[config.mk]
export PLATFORM = sky130hd
export DESIGN_NAME = data_memory_ram_init
export DESIGN_NICKNAME = d
export VERILOG_FILES = /design/src/rtl/data_memory_ram_init.sv
export SDC_FILE = /design/constraint.sdc
export NUM_CORES = 1
export LEC_CHECK = 0
export BUFFER_PORTS_ARGS = -buffer_cell sky130_fd_sc_hd__buf_2
export CORE_MARGIN = 5
export CORE_UTILIZATION = 47
export CTS_BUF_LIST = sky130_fd_sc_hd__clkbuf_8 sky130_fd_sc_hd__clkbuf_16
export CTS_CLUSTER_DIAMETER = 50
export DETAILED_ROUTE_END_ITERATION = 10
export PLACE_DENSITY = 0.63
export SYNTH_ARGS = -nofsm -noshare
export SYNTH_HDL_FRONTEND = slang
export SYNTH_SLANG_ARGS = --single-unit
[constraint.sdc]
create_clock -name clock -period 3.2 [get_ports clock]
set_clock_uncertainty 0.1 [all_clocks]
set_input_delay 0.16 -clock clock [delete_from_list [all_inputs] [get_ports clock]]
set_output_delay 0.16 -clock clock [all_outputs]
set_load 0.02 [all_outputs]
[src/rtl/data_memory_ram_init.sv]
// rtl/data_memory_ram_init.sv - single-port write-first data RAM with self-init fill engine
// The fill engine owns the array after reset or clr; core accesses are honoured only once ready is high.
module data_memory_ram_init #(
   parameter int                DATA_W    = 4,
   parameter int                ADDR_W    = 4,
   parameter logic [DATA_W-1:0] INIT_SEED = {DATA_W{1'b1}}
) (
   input  logic              clock,
   input  logic              reset_n,
   input  logic [ADDR_W-1:0] address,
   input  logic [DATA_W-1:0] data,
   input  logic              wren,
   input  logic              clr,
   output logic [DATA_W-1:0] q,
   output logic              ready,
   output logic              wr_drop
);

   localparam int DEPTH = 1 << ADDR_W;

   typedef enum logic {
      S_INIT,
      S_READY
   } state_t;

   state_t              r_state;
   logic [ADDR_W-1:0]   r_cnt;
   logic [DATA_W-1:0]   r_q;
   logic                r_ready;
   logic                r_drop;
   logic [DATA_W-1:0]   r_mem [DEPTH];

   state_t              w_state_nxt;
   logic [ADDR_W-1:0]   w_cnt_nxt;
   logic [DATA_W-1:0]   w_q_nxt;
   logic                w_drop_nxt;
   logic                w_mem_we;
   logic [ADDR_W-1:0]   w_mem_addr;
   logic [DATA_W-1:0]   w_mem_wdata;
   logic [DATA_W-1:0]   w_pattern;

   // Descending fill pattern, wrapping modulo 2**DATA_W.
   assign w_pattern = INIT_SEED - DATA_W'(r_cnt);

   always_comb begin
      w_state_nxt = r_state;
      w_cnt_nxt   = r_cnt;
      w_q_nxt     = '0;
      w_drop_nxt  = 1'b0;
      w_mem_we    = 1'b0;
      w_mem_addr  = address;
      w_mem_wdata = data;
      case (r_state)
         S_INIT: begin
            w_drop_nxt = wren;
            if (clr) begin
               w_cnt_nxt = '0;
            end else begin
               w_mem_we    = 1'b1;
               w_mem_addr  = r_cnt;
               w_mem_wdata = w_pattern;
               // Counter is exactly ADDR_W bits, so all-ones marks the last word.
               if (&r_cnt) begin
                  w_state_nxt = S_READY;
                  w_cnt_nxt   = '0;
               end else begin
                  w_cnt_nxt = r_cnt + ADDR_W'(1);
               end
            end
         end
         S_READY: begin
            if (clr) begin
               w_state_nxt = S_INIT;
               w_cnt_nxt   = '0;
               w_drop_nxt  = wren;
            end else if (wren) begin
               w_mem_we = 1'b1;
               w_q_nxt  = data;
            end else begin
               w_q_nxt = r_mem[address];
            end
         end
         default: begin
            w_state_nxt = S_INIT;
            w_cnt_nxt   = '0;
         end
      endcase
   end

   always_ff @(posedge clock or negedge reset_n) begin
      if (!reset_n) begin
         r_state <= S_INIT;
         r_cnt   <= '0;
         r_q     <= '0;
         r_ready <= 1'b0;
         r_drop  <= 1'b0;
      end else begin
         r_state <= w_state_nxt;
         r_cnt   <= w_cnt_nxt;
         r_q     <= w_q_nxt;
         r_ready <= (w_state_nxt == S_READY);
         r_drop  <= w_drop_nxt;
      end
   end

   // Array is deliberately unreset; the fill engine overwrites every word.
   always_ff @(posedge clock) begin
      if (w_mem_we) begin
         r_mem[w_mem_addr] <= w_mem_wdata;
      end
   end

   assign q       = r_q;
   assign ready   = r_ready;
   assign wr_drop = r_drop;

endmodule

==> results of run 1 <==
## flip-flops by register name, indices dropped and copies added (netlist names)
signal	cells
r_mem	64
q	4
wr_drop	1
r_cnt	4
ready	1
## routing by layer
metal  vias to the layer above  track usage
li1                        788            -
met1                       894        0.197
met2                        73        0.251
met3                        12       0.0702
met4                         0       0.0538
met5                         -            0
## cell families after synthesis
logic type               synth area share
AO/OA/AOI/OAI                      0.0484
XOR/XNOR                          0.00283
adder cells (fa/ha/maj)           0.00403
buffers and inverters              0.0218
flip-flops                          0.701
multiplexers                        0.147
AND/OR/NAND/NOR                    0.0755
## critical path: stages
cell           delay, ps
dlygate4sd3_1        530
buf_2                170
or2_2                440
mux2_2               280
nand2_1              120
nor2_1               360
## per-stage QoR
stage                     hold WS [ps]  cells  utilization
after detailed placement         -65.6    277        0.510
after floorplan                   -236    188            -
after global placement           -79.3    277        0.510
after global routing              15.0    299        0.545
final                             18.8    299        0.545
after CTS                         3.34    299        0.545
## how the worst min path moves through the flow
stage                    to  slack (ps)  cells after the start
floorplan              q[0]        -240                      0
global placement    wr_drop         -80                      1
detailed placement  wr_drop         -70                      1
CTS                 wr_drop           3                      2
global route        wr_drop          20                      2
finish              wr_drop          20                      2
## synthesized netlist by cell type, drive strengths merged
cell type   n  area, um2
nand2      17       63.8
edfxtp     64       1920
mux2i       2       20.0
nor2       22       82.6
xnor2       1       8.76
nor3b       2       15.0
nor3        2       10.0
nor2b       1       6.26
or2         2       12.5
clkbuf      4       15.0
a221o       4       40.0
a31oi       5       31.3
a311oi      1       8.76
nand2b      2       12.5
ha          1       12.5
o21ai       5       25.0
mux4       16        379
nand3b      1       7.51
nand3       1       5.00
a21oi       9       45.0
buf         5       41.3
or3         2       12.5
dfrtp      10        250
mux2        5       56.3
inv         3       11.3
and2        1       6.26
## cell type report
cell class                 instances  share of cell area
tap                               77              0.0277
timing repair buffer              27              0.0503
multi-input combinational        102               0.247
inverter                           3             0.00323
sequential                        74               0.624
clock buffer                      10              0.0395
clock inverter                     6             0.00826
## power groups by stage
| stage | clock (W) | combinational [W] | sequential, W |
|---|---|---|---|
| 2_1_floorplan | 0 | 0.0000883 | 0.00111 |
| 3_3_place_gp | 0 | 0.000134 | 0.00111 |
| 3_5_place_dp | 0 | 0.000137 | 0.00111 |
| 4_1_cts | 0.000616 | 0.000143 | 0.00109 |
| 5_1_grt | 0.000672 | 0.000154 | 0.00109 |
| 6_report | 0.000597 | 0.000141 | 0.00109 |
## repair_timing
| action | 4_1_cts | 5_1_grt |
|---|---|---|
| buffers inserted | 0 | 0 |
| endpoints found under the hold margin | 19 | 0 |
| hold buffers | 6 | 0 |
==> flow_summary.json, run 1 <==
{
  "grt_max_degree": 19,
  "power_frac_comb": 0.077,
  "ctsHtreeMaxLevel": 3,
  "regToRegSetupSlack_ps": 1050,
  "r2r_end": "r_mem[11][2]",
  "clk_pin_slew_worst_paths_ps": 70,
  "worstSetupStartpoint": "clr",
  "drv_slew": 0,
  "critPathCapture": "r_mem[11][2]",
  "synth.distinct_cells": 29,
  "status": "completed",
  "final_cell_mix": "64 x edfxtp_1, 22 x nor2_1, 17 x nand2_1, 17 x buf_2, 11 x mux4_2",
  "powerDensity_mw_per_mm2": 524,
  "dr_wl_met2_um": 3070,
  "drive_gt1_frac": 0.230,
  "dr_total_vias": 1767,
  "dieHeight_um": 91.2,
  "top_layer_used": "met4",
  "multi_input_area_um2": 861,
  "via_per_inst": 5.91,
  "fin_ws_ps": 1040,
  "finalSetupTns_ps": 0,
  "clock_power_share": 0.327,
  "hp-class": "input port to flop",
  "seq_area_frac_synth": 0.701,
  "power.internal_w": 0.00142,
  "drt_iter0_markers": 44,
  "fin_crit_ps": 2160,
  "hold_start": "wren",
  "timing.final.crit_share": 0.674,
  "antenna_found_initial": 0,
  "power.switching_w": 0.000400,
  "area_delta_synth_final_pct": 12.3,
  "crit_fanout": 18,
  "ctsResizeCount": 0,
  "cts_root_buffer": "clkbuf_8",
  "required_ps": 3100,
  "crit_type": "input port to flop",
  "drt-wirelength-per-cell_um": 20.4,
  "drtPass1Iterations": 4,
  "die_x_um": 91.2,
  "rows": 29,
  "wirelength_um": 6090,
  "cts_buffers": 9,
  "hold_violations": 0,
  "regArea_mm2": 0.00217,
  "gp_congestion": 0.827,
  "numPortBuffers": 17,
  "io_pins": 18,
  "slew_headroom": 0.649,
  "initial_utilization": 0.486,
  "cp.arrival_ps": 2060,
  "syn-cell-area_mm2": 0.00310,
  "rsz0062_at_grt": "no",
  "endpoint_kind": "flop",
  "drtAntennaViolNets": 0,
  "grt-ovfl-total": 0,
  "synth.avg_cell_area_um2": 16.5,
  "grtUsageTotal": 0.159,
  "ff2ff_path_depth": 4,
  "cts_buffer_depth": 2,
  "grt_pass1_wl_um": 9810,
  "maxCapViolCount": 0,
  "fin_area_mm2": 0.00348,
  "wl_met3_um": 436,
  "max_freq_mhz": 464,
  "worst_slew_pin_slew_ps": 525,
  "pwr-share-seq": 0.596,
  "yosysWarnings": 0,
  "postPlaceCellArea_mm2": 0.00326,
  "cts.sinks": 74,
  "final_common_cell": "edfxtp_1",
  "power.leakage_nw": 1.23,
  "setup_viol": 0,
  "synthesis.nets": 201,
  "p_sw_frac": 0.219,
  "final.fill_count": 520,
  "diodes": 0,
  "design.core.area_mm2": 0.00639,
  "yosys_register_bits": 74,
  "ir_drop_v": 0.000262,
  "drc": 0,
  "r2r-start": "ready",
  "pre_cts_ws_ps": 1050,
  "dp_hpwl_um": 4290,
  "dieArea_mm2": 0.00832,
  "cts_tree": "built",
  "netlist_instances": 188,
  "wl_met1_um": 2530,
  "totalPowerFinal_w": 0.00182,
  "clkLatencyLatePin_ps": 340,
  "nets": 230,
  "grt_pass1_vias": 1795,
  "cp-start-kind": "input port"
}
(Power assumes the default switching activity.)
==> inputs of run 2 (changes only) <==
--- a/config.mk
+++ b/config.mk
@@ -11,7 +11,7 @@
 export CTS_BUF_LIST = sky130_fd_sc_hd__clkbuf_8 sky130_fd_sc_hd__clkbuf_16
 export CTS_CLUSTER_DIAMETER = 50
 export DETAILED_ROUTE_END_ITERATION = 10
-export PLACE_DENSITY = 0.63
+export PLACE_DENSITY = 0.66
 export SYNTH_ARGS = -nofsm -noshare
 export SYNTH_HDL_FRONTEND = slang
 export SYNTH_SLANG_ARGS = --single-unit
==> constraint.sdc (replaced) <==
create_clock -name clock -period 1.8 [get_ports clock]
set_clock_uncertainty 0.1 [all_clocks]
set_input_delay 0.09 -clock clock [delete_from_list [all_inputs] [get_ports clock]]
set_output_delay 0.09 -clock clock [all_outputs]
set_load 0.02 [all_outputs]
==> run 2 against run 1 <==
Effect of this change:
- cell count up 2.3%
- utilization up 6.3 points
- clock power up 110%
- clock-buffer cell count unchanged
- global-route usage up 1.7 points
- via count up 3.1%
- flip-flop and latch count unchanged
- critical path type is now flop to flop
- critical endpoint is now r_mem[9][1]
- largest cell class unchanged
==> flow_summary.json, run 2 (synthesis gave the netlist of run 1 again) <==
{
  "worstSetupStartpoint": "ready",
  "crit_fanout": 16,
  "area_delta_synth_final_pct": 25.3,
  "cts_buffer_depth": 2,
  "die_x_um": 91.2,
  "worst_slew_pin_slew_ps": 723,
  "final_common_cell": "edfxtp_1",
  "r2r-start": "ready",
  "regMostFlops": "r_mem",
  "antenna_found_initial": 0,
  "final.fill_count": 453,
  "required_ps": 1750,
  "cp_num_cells": 2,
  "final_core_util": 0.608,
  "cts_tree": "built",
  "drt_iter0_markers": 105,
  "cp-start-kind": "flop",
  "dieHeight_um": 91.2,
  "ir_drop_v": 0.000560,
  "max_freq_mhz": 569,
  "r2r_end": "r_mem[9][1]",
  "design.core.area_mm2": 0.00639,
  "grt_pass1_wl_um": 10800,
  "p_sw_frac": 0.235,
  "cp.arrival_ps": 1710,
  "regToRegSetupSlack_ps": 40,
  "drc": 0,
  "nets": 237,
  "clock_power_share": 0.358,
  "slowest_delay_ps": 590,
  "cts.sinks": 74,
  "fin_ws_ps": 42.2,
  "drt-wirelength-per-cell_um": 22.1,
  "crit_chain": "or2_4, o21ai_2",
  "hold_violations": 0,
  "critPathBufInv": 0,
  "wirelength_um": 6780,
  "largest_reg_flops": 64,
  "drtPass1Iterations": 4,
  "crit_type": "flop to flop",
  "postPlaceCellArea_mm2": 0.00355,
  "power_frac_comb": 0.097,
  "io_pins": 18,
  "via_per_inst": 5.95,
  "setup_viol": 0,
  "grt_max_degree": 19,
  "dp_hpwl_um": 4740,
  "slew_headroom": 0.518,
  "cts_root_buffer": "clkbuf_8",
  "grt_pass1_vias": 1885,
  "maxCapViolCount": 0,
  "timing.final.crit_share": 0.977,
  "power.switching_w": 0.000834,
  "grt-ovfl-total": 0,
  "gp_congestion": 0.845,
  "hp-class": "input port to async pin",
  "critPathCapture": "r_mem[9][1]",
  "clkLatencyLatePin_ps": 350,
  "status": "completed",
  "pwr-share-seq": 0.545,
  "drtAntennaViolNets": 0,
  "numPortBuffers": 17,
  "clk_pin_slew_worst_paths_ps": 80,
  "power.internal_w": 0.00272,
  "dr_total_vias": 1822,
  "totalPowerFinal_w": 0.00355,
  "cts_buffers": 9,
  "diodes": 0,
  "slowest_stage": "o21ai_2",
  "power.leakage_nw": 1.31,
  "rows": 29,
  "fin_area_mm2": 0.00388,
  "endpoint_kind": "flop",
  "final_cell_mix": "64 x edfxtp_1, 17 x buf_2, 16 x nor2_4",
  "ff2ff_path_depth": 2,
  "drv_slew": 0,
  "drive_gt1_frac": 0.415,
  "ctsHtreeMaxLevel": 3,
  "initial_utilization": 0.486,
  "dieArea_mm2": 0.00832,
  "fin_crit_ps": 1760,
  "powerDensity_mw_per_mm2": 914,
  "path_delay_family": "compound AO/OA/AOI/OAI gates",
  "grtUsageTotal": 0.176,
  "pre_cts_ws_ps": -28.6
}
run 2: worst min-delay path by stage:
stage	cells past startpoint	start	slack, ps	endpoint
after floorplan	0	reset_n	-310	q[0]
after global placement	1	reset_n	-150	q[1]
after detailed placement	1	reset_n	-140	q[3]
after CTS	2	reset_n	5	wr_drop
after global routing	2	reset_n	40	q[2]
final	2	reset_n	40	q[0]
run 2: layout make-up:
class                           count  area (um2)  share of cell area
Tap cell                           77        96.3              0.0248
Multi-Input combinational cell    103        1180               0.305
Clock inverter                      6        57.6              0.0148
Sequential cell                    74        2170               0.560
Timing Repair Buffer               33         223              0.0573
Inverter                            3        11.3             0.00290
Clock buffer                       10         138              0.0354
run 2: what timing repair did:
item / 4_1_cts / 5_1_grt
hold buffers: 7 / 0
gates resized for setup: 4 / 3
setup endpoints to repair: 48 / 86
pin swaps: 0 / 3
setup buffers: 1 / 2
endpoints found under the hold margin: 20 / 0
gates cloned: 0 / 1
run 2: through the flow:
| stage | std cells | hold WS (ps) | TNS [ps] |
|---|---|---|---|
| 2_1_floorplan | 188 | -306 | -5080 |
| 3_3_place_gp | 279 | -150 | 0 |
| 3_5_place_dp | 279 | -141 | -372 |
| 4_1_cts | 303 | 4.80 | -4.14 |
| 5_1_grt | 306 | 39.8 | -1.23 |
| 6_report | 306 | 36.3 | 0 |
run 2: worst reg2reg max path: cells and delay by family, from the launching register on:
kind	cells	cell delay, ps
AO/OA/AOI/OAI	1	590
flip-flops	1	450
AND/OR/NAND/NOR	1	310
run 2: power by group through the flow:
stage | clock network [W] | registers [W] | logic [W]
2_1_floorplan | 0 | 0.00197 | 0.000235
3_3_place_gp | 0 | 0.00197 | 0.000304
3_5_place_dp | 0 | 0.00197 | 0.000316
4_1_cts | 0.00129 | 0.00193 | 0.000338
5_1_grt | 0.00137 | 0.00194 | 0.000369
6_report | 0.00127 | 0.00194 | 0.000345
run 2: per-layer routing:
metal / GRT usage / vias up / share of wire
met5: 0 / - / 0
met4: 0.0819 / 0 / 0.024
met3: 0.0496 / 15 / 0.041
met2: 0.287 / 48 / 0.51
met1: 0.219 / 944 / 0.43
li1: - / 815 / -
==> inputs of run 3 (changes only) <==
--- a/config.mk
+++ b/config.mk
@@ -6,12 +6,14 @@
 export NUM_CORES = 1
 export LEC_CHECK = 0
 export BUFFER_PORTS_ARGS = -buffer_cell sky130_fd_sc_hd__buf_2
+export CELL_PAD_IN_SITES_DETAIL_PLACEMENT = 1
+export CELL_PAD_IN_SITES_GLOBAL_PLACEMENT = 1
 export CORE_MARGIN = 5
-export CORE_UTILIZATION = 47
+export CORE_UTILIZATION = 46
 export CTS_BUF_LIST = sky130_fd_sc_hd__clkbuf_8 sky130_fd_sc_hd__clkbuf_16
 export CTS_CLUSTER_DIAMETER = 50
 export DETAILED_ROUTE_END_ITERATION = 10
-export PLACE_DENSITY = 0.66
+export PLACE_DENSITY = 0.73
 export SYNTH_ARGS = -nofsm -noshare
 export SYNTH_HDL_FRONTEND = slang
 export SYNTH_SLANG_ARGS = --single-unit
==> run 3 against run 2 <==
Effect of this change:
- the run now ends with negative setup slack left
- register-to-register slack got worse by 40 ps
- fmax decreased by 3.5%
- global-route usage increased by 1.5 points
- combinational power increased by 10%
- utilization decreased by 1.5 points
- largest power group unchanged
- first-iteration DRC count increased by 30%
- worst setup slack got worse by 63 ps
- largest cell class unchanged
==> flow_summary.json, run 3 (synthesis gave the netlist of run 1 again) <==
{
  "slew_headroom": 0.549,
  "finalSetupTns_ps": -31.8,
  "cp.arrival_ps": 1990,
  "clk_pin_slew_worst_paths_ps": 80,
  "pre_cts_ws_ps": -71.4,
  "drt-wirelength-per-cell_um": 24.8,
  "grt_pass1_vias": 2042,
  "rsz0062_at_grt": "yes",
  "power.internal_w": 0.00270,
  "critPathBufInv": 3,
  "slowest_stage": "dlygate4sd3_1",
  "cts_tree": "built",
  "rows": 30,
  "dp_hpwl_um": 4900,
  "violations": "negative setup slack",
  "fin_ws_ps": -20.7,
  "hold_violations": 0,
  "grt_pass1_wl_um": 11800,
  "ir_drop_v": 0.000578,
  "required_ps": 1970,
  "cts_root_buffer": "clkbuf_8",
  "maxCapViolCount": 0,
  "numPortBuffers": 17,
  "setup_viol": 4,
  "crit_type": "input port to flop",
  "timing.final.crit_share": 1.01,
  "power.switching_w": 0.000846,
  "power_frac_comb": 0.108,
  "status": "complete, but fails checks",
  "drtAntennaViolNets": 0,
  "drc": 0,
  "dieHeight_um": 92.1,
  "p_sw_frac": 0.239,
  "worst_slew_pin_slew_ps": 676,
  "drv_slew": 0,
  "io_pins": 18,
  "dieArea_mm2": 0.00848,
  "max_freq_mhz": 549,
  "powerDensity_mw_per_mm2": 894,
  "area_delta_synth_final_pct": 27.7,
  "cts_buffers": 9,
  "drt_iter0_markers": 137,
  "endpoint_kind": "flop",
  "dr_total_vias": 1837,
  "crit_fanout": 8,
  "largest_reg_flops": 64,
  "pwr-share-seq": 0.547,
  "cp-start-kind": "input port",
  "cts.sinks": 74,
  "grtUsageTotal": 0.191,
  "wirelength_um": 7800,
  "fin_crit_ps": 1820,
  "ctsHtreeMaxLevel": 3,
  "drtPass1Iterations": 4,
  "hp-class": "input port to async pin",
  "crit_chain": "dlygate4sd3_1, buf_2, buf_4, nand2b_1, or3_1, a21oi_1, a221o_1",
  "final_common_cell": "edfxtp_1",
  "cts_buffer_depth": 2,
  "regMostFlops": "r_mem",
  "die_x_um": 92.1,
  "slowest_delay_ps": 550,
  "drive_gt1_frac": 0.432,
  "final.fill_count": 608,
  "diodes": 0,
  "grt_max_degree": 19,
  "clock_power_share": 0.346,
  "nets": 242,
  "final_cell_mix": "64 x edfxtp_1, 17 x buf_2, 16 x nor2_4",
  "power.leakage_nw": 1.34,
  "path_delay_family": "buffers and inverters",
  "via_per_inst": 5.85,
  "clkLatencyLatePin_ps": 340,
  "antenna_found_initial": 0,
  "initial_utilization": 0.464,
  "gp_congestion": 0.747,
  "grt-ovfl-total": 0,
  "design.core.area_mm2": 0.00668
}
run 3: cell count changes in the layout (fill, tap and decap cells not counted), sizes merged:
cell,delta
buf,+6
clkbuf,-1
clkinv,-1
clkinvlp,+1
inv,+1
or2,-1
run 3: final timing paths:
path | from | cells after the start | endpoint | slack, ps
setup / recovery | clr | 7 | q[0] | -20
hold reg to reg | ready | 3 | ready | 640
max in group asynchronous | reset_n | 2 | ready | 1350
setup reg to reg | ready | 4 | r_mem[5][3] | 0
min in group clock | address[0] | 3 | r_mem[13][3] | 330
hold / removal | reset_n | 2 | r_cnt[0] | 40
run 3: timing repair:
| item | in CTS | in global routing |
|---|---|---|
| hold buffers | 7 | 0 |
| resized for setup | 4 | 5 |
| setup endpoints to repair | 61 | 127 |
| pin swaps | 2 | 9 |
| setup buffers | 3 | 5 |
| endpoints found under the hold margin | 19 | 0 |
run 3: area by class of cell:
type	count	area, um2	area share
inverter	3	11.3	0.00284
sequential	74	2170	0.549
clock inverter	7	62.6	0.0158
tap	80	100	0.0253
clock buffer	9	124	0.0313
timing repair buffer	39	309	0.0780
multi-input combinational	102	1180	0.298
run 3: per-layer routing:
metal	global-route usage	up-vias	share of wire
li1	-	817	-
met1	0.249	983	0.44
met2	0.319	30	0.53
met3	0.0361	7	0.021
met4	0.0668	0	0.0097
met5	0	-	0
run 3: power by group through the flow:
| stage | clock network (W) | logic [W] | registers, W |
|---|---|---|---|
| global placement | 0 | 0.000303 | 0.00197 |
| global route | 0.00133 | 0.000405 | 0.00194 |
| CTS | 0.00124 | 0.000346 | 0.00193 |
| floorplan | 0 | 0.000235 | 0.00197 |
| detailed placement | 0 | 0.000319 | 0.00197 |
| finish | 0.00122 | 0.000381 | 0.00194 |
run 3: worst register-to-register path, stage by stage, from the launching register on:
cell	delay (ps)
dfrtp_2	450
or2_4	340
mux2i_4	260
nand2_4	140
nor2_4	210
run 3: per-stage QoR:
stage	util	instances	power, W	hold slack (ps)	cell area [um2]
floorplan	-	188	0.00220	-306	3420
global placement	0.533	283	0.00227	-148	3560
global route	0.593	314	0.00367	60.0	3960
detailed placement	0.533	283	0.00229	-140	3560
CTS	0.579	309	0.00352	41.0	3870
finish	0.593	314	0.00354	40.5	3960
